File: src/rtl/div36x18_seq.sv
// Sequential restoring divider: NW-bit dividend by DW-bit divisor, one quotient
// bit per clock, valid/ready on both sides, one operation in flight.
module div36x18_seq #(
  parameter int NW = 36,
  parameter int DW = 18
) (
  input  logic          clk,
  input  logic          rstn,
  input  logic          in_valid,
  output logic          in_ready,
  input  logic [NW-1:0] dividend,
  input  logic [DW-1:0] divisor,
  output logic          out_valid,
  input  logic          out_ready,
  output logic [NW-1:0] quotient,
  output logic [DW-1:0] remainder,
  output logic          div_by_zero
);

  localparam int CW = $clog2(NW + 1);

  typedef enum logic [1:0] {IDLE, BUSY, DONE} state_t;

  state_t        state;
  logic [NW-1:0] q_r;
  logic [DW:0]   r_r;
  logic [DW-1:0] d_r;
  logic [CW-1:0] cnt;

  logic [DW:0]   t;
  logic          ge;
  logic [DW:0]   r_nxt;
  logic [NW-1:0] q_nxt;

  // One restoring step: the dividend bit shifted out of Q enters the partial
  // remainder, and the trial subtraction decides the next quotient bit.
  always_comb begin
    t     = {r_r[DW-1:0], q_r[NW-1]};
    ge    = (t >= {1'b0, d_r});
    r_nxt = ge ? (t - {1'b0, d_r}) : t;
    q_nxt = {q_r[NW-2:0], ge};
  end

  assign in_ready  = (state == IDLE);
  assign out_valid = (state == DONE);

  always_ff @(posedge clk or negedge rstn) begin
    if (!rstn) begin
      state       <= IDLE;
      q_r         <= '0;
      r_r         <= '0;
      d_r         <= '0;
      cnt         <= '0;
      quotient    <= '0;
      remainder   <= '0;
      div_by_zero <= 1'b0;
    end else begin
      case (state)
        IDLE: begin
          if (in_valid) begin
            if (divisor == '0) begin
              // Zero divisor skips the iterations and reports a saturated quotient.
              quotient    <= '1;
              remainder   <= dividend[DW-1:0];
              div_by_zero <= 1'b1;
              state       <= DONE;
            end else begin
              q_r   <= dividend;
              d_r   <= divisor;
              r_r   <= '0;
              cnt   <= CW'(NW);
              state <= BUSY;
            end
          end
        end
        BUSY: begin
          q_r <= q_nxt;
          r_r <= r_nxt;
          cnt <= cnt - 1'b1;
          if (cnt == CW'(1)) begin
            quotient    <= q_nxt;
            remainder   <= r_nxt[DW-1:0];
            div_by_zero <= 1'b0;
            state       <= DONE;
          end
        end
        DONE: begin
          if (out_ready) state <= IDLE;
        end
        default: state <= IDLE;
      endcase
    end
  end

endmodule
File: config.mk
export PLATFORM = sky130hd
export DESIGN_NAME = div36x18_seq
export DESIGN_NICKNAME = d
export VERILOG_FILES = /design/src/rtl/div36x18_seq.sv
export SDC_FILE = /design/constraint.sdc
export NUM_CORES = 1
export LEC_CHECK = 0
export CAP_MARGIN = 20
export CORE_MARGIN = 8
export CORE_UTILIZATION = 38
export DETAILED_ROUTE_END_ITERATION = 16
export PLACE_DENSITY = 0.7
export SLEW_MARGIN = 20
export SYNTH_ARGS = -nofsm -noshare
export SYNTH_HDL_FRONTEND = slang
export SYNTH_SLANG_ARGS = --single-unit
File: constraint.sdc
create_clock -name clk -period 2.7 [get_ports clk]
set_input_delay 0.81 -clock clk [delete_from_list [all_inputs] [get_ports clk]]
set_output_delay 0.81 -clock clk [all_outputs]
set_load 0.01 [all_outputs]
==> impl_results.md <==
- Outcome: complete, no violations
- RSZ-0062 raised after global routing: false
- Ys Warns: 0
- Post-placement setup slack: -334 ps
- Die H: ~150 um
- Max-Cap Viols: 0
- Final Critical Period: 2610 ps
- Critical path required time: 3030 ps
- DPL Wire Length: between 10,000 and 15,000 um
- Worst endpoint data arrival time: 2940 ps
- CTS buffer count: 17
- R2r setup slk: about 92 ps
- CP startpoint kind: flip-flop
- Post-CTS repair timing setup buffer count: 0
- Final core utilization: 52.2%
- Chip width: 151 um
- HP Class: in2async
- CTS Sinks: 135
- Yosys top cell by area: dfrtp_1
- CTS clk-pin slew, worst paths: 60 ps
- Top-count cell post-synth: dfrtp_1
- Top cell type's share of synthesized area: roughly 50%
- Clock root cell: clkbuf_16
- GRT Util Overall: 17.1%
- Clock Path Buffers: 2
- DRC errors left: 0
- Syn nets: 853
- Detailed Routing Iterations Pass 1: 5
- Setup TNS: 0 ps
- Slew Viols, Final: 0
- Num rows: 49
- Global placement routability congestion: between 0.9 and 1
- Final Hold Fails: 0
- Total wire length: 18,600 um
- Die area: 22,700 um2
- Number of synthesized flops with an enable pin: 0
- Cell count after synthesis: 774
- Worst-path fanout max: 10
- Layout Nets: 1,001
- Dominant cells by area after synthesis: dfrtp_1, nor2_1, nand2_1
- Layout Skew: approximately 6.0 ps
- Clock latency on the worst-skew pair: 420 ps
- Async set-reset flop share out of synthesis: 100%
- Total core area: ~18,000 um2
- Vias per std cell: 5.19
- Fmax: 383 MHz
- Setup CP Type: reg2reg
- Initial antenna violation count: 0
- CTS tree: done
- Pwr/cell area: 1440 nW/um2
- # diodes: 0
- Hold buffers post-CTS: 0
- First-pass GRT wire length: 30,700 um
- List of most frequent post-synthesis cells: dfrtp_1, nor2_1, nand2_1
- Final period utilization: ~97%
- Ratio of cells with drive above 1 in the final layout: between 10 and 15%
- Wirelength per Cell: 16.0 um
- R2R cell count: 9
- LEAKAGE: roughly 0.0041 uW
- Final worst slack: 91.6 ps
- Synthesized area: 6890 um2
- Initial DRC count: 318
- Via count: between 6,000 and 7,000
- Largest net degree at the start of global routing: 88
- H-tree Lvls: 4
- Worst slew pin tran: 539 ps
- Syn avg cell area: about 8.9 um2
- Vias in the first global route: 6,028
- Area growth from synthesis to layout: 35.5%
- #FFs+latches synth: 135
- Top FF cell, synth: dfrtp_1
- Setup-failing EPs final: 0
- I/O pin count: 115
- Sequential cell area fraction in the yosys report: 49.0%
- ANT nets after route: 0
- CP Capture Type: flip-flop
- Rel. slew slack: 63.7%
- GR Overflow Total: 0
- Post-synthesis cell type count: 55
- Max IR drop VDD: 0.603 mV
- Port-buffer cells: roughly 110
- Initial Utilization: 38.5%
-- through the flow --
stage               cell area [um2]  instances  total power [uW]  hold WS (ps)
floorplan                      6890        774              8580           472
global placement               8740       1132             11000           485
detailed placement             8740       1132             11200           493
CTS                            9310       1163             13500           348
global route                   9340       1163             14600           368
finish                         9340       1163             13500           348
-- power by group --
part	total, uW	internal (uW)	switching [uW]	leakage, uW
sequential	3780	3070	705	0.00153
clock	2220	1330	882	0.000278
combinational	7500	3550	3960	0.00228
total	13500	7950	5550	0.00408
-- critical path: stages (launching register included) --
cell	delay [ps]
dfrtp_1	400
ha_1	310
and4b_1	240
nand4_1	130
nor4_1	90
or4_4	440
a21oi_4	180
buf_6	190
mux2_2	370
o21ai_0	170
-- cell families after synthesis --
| kind of cell | count (synthesis) | synth area share (%) |
|---|---|---|
| mux | 29 | 4.57 |
| buf+inv | 77 | 4.88 |
| compound gates | 190 | 16.7 |
| flops | 135 | 49.0 |
| fa+ha+maj | 21 | 3.92 |
| simple gates | 305 | 18.8 |
| xor+xnor | 17 | 2.16 |
-- final timing paths --
check | from | end
max in group asynchronous | rstn | q_r[9]
setup reg to reg | r_r[14] | remainder[1]
min in group clk | d_r[10] | d_r[10]
hold reg to reg | d_r[10] | d_r[10]
hold / removal | rstn | q_r[31]
setup / recovery | r_r[14] | remainder[1]
-- layer usage --
layer  vias up  part of all wire [%]  global-route usage, %
met4         0                   1.9                   5.74
met1      2891                    45                   21.2
met3        29                   5.5                   4.54
met2       140                    48                   28.2
met5         -                     0                      0
li1       2978                     -                      -
-- cells in the final DEF (no fill, tap or decap), types with 8 or more instances in the layout --
| cell | n |
|---|---|
| ha_1 | 20 |
| buf_12 | 11 |
| and3_1 | 8 |
| xor2_1 | 9 |
| inv_1 | 27 |
| dfrtp_1 | 134 |
| buf_4 | 53 |
| nand3_1 | 17 |
| a21o_1 | 8 |
| a21oi_1 | 61 |
| a31oi_1 | 45 |
| clkbuf_16 | 17 |
| nor2_1 | 128 |
| clkdlybuf4s50_1 | 113 |
| xnor2_1 | 8 |
| mux2_2 | 20 |
| o21ai_0 | 24 |
| o21ai_1 | 18 |
| nand2_1 | 112 |
| mux2i_1 | 9 |
-- layout make-up --
| type | instances | area, um2 |
|---|---|---|
| Tap cell | 229 | 287 |
| Multi-Input combinational cell | 562 | 3240 |
| Clock inverter | 11 | 100 |
| Sequential cell | 135 | 3380 |
| Inverter | 27 | 101 |
| Fill cell | 1669 | 8560 |
| Timing Repair Buffer | 179 | 1770 |
| Clock buffer | 20 | 467 |
-- registers in the layout (all words and copies together), names as in the netlist --
signal and count:
quotient 36, d_r 18, state 2, remainder 18, div_by_zero 1, cnt 6, q_r 36, r_r 18
-- timing repair --
action | 4_1_cts | 5_1_grt
endpoints found under the hold margin | 0 | 0
resized for setup | 0 | 7
setup endpoints to repair | 0 | 20
Note: power is estimated with default switching activity, not from simulation.
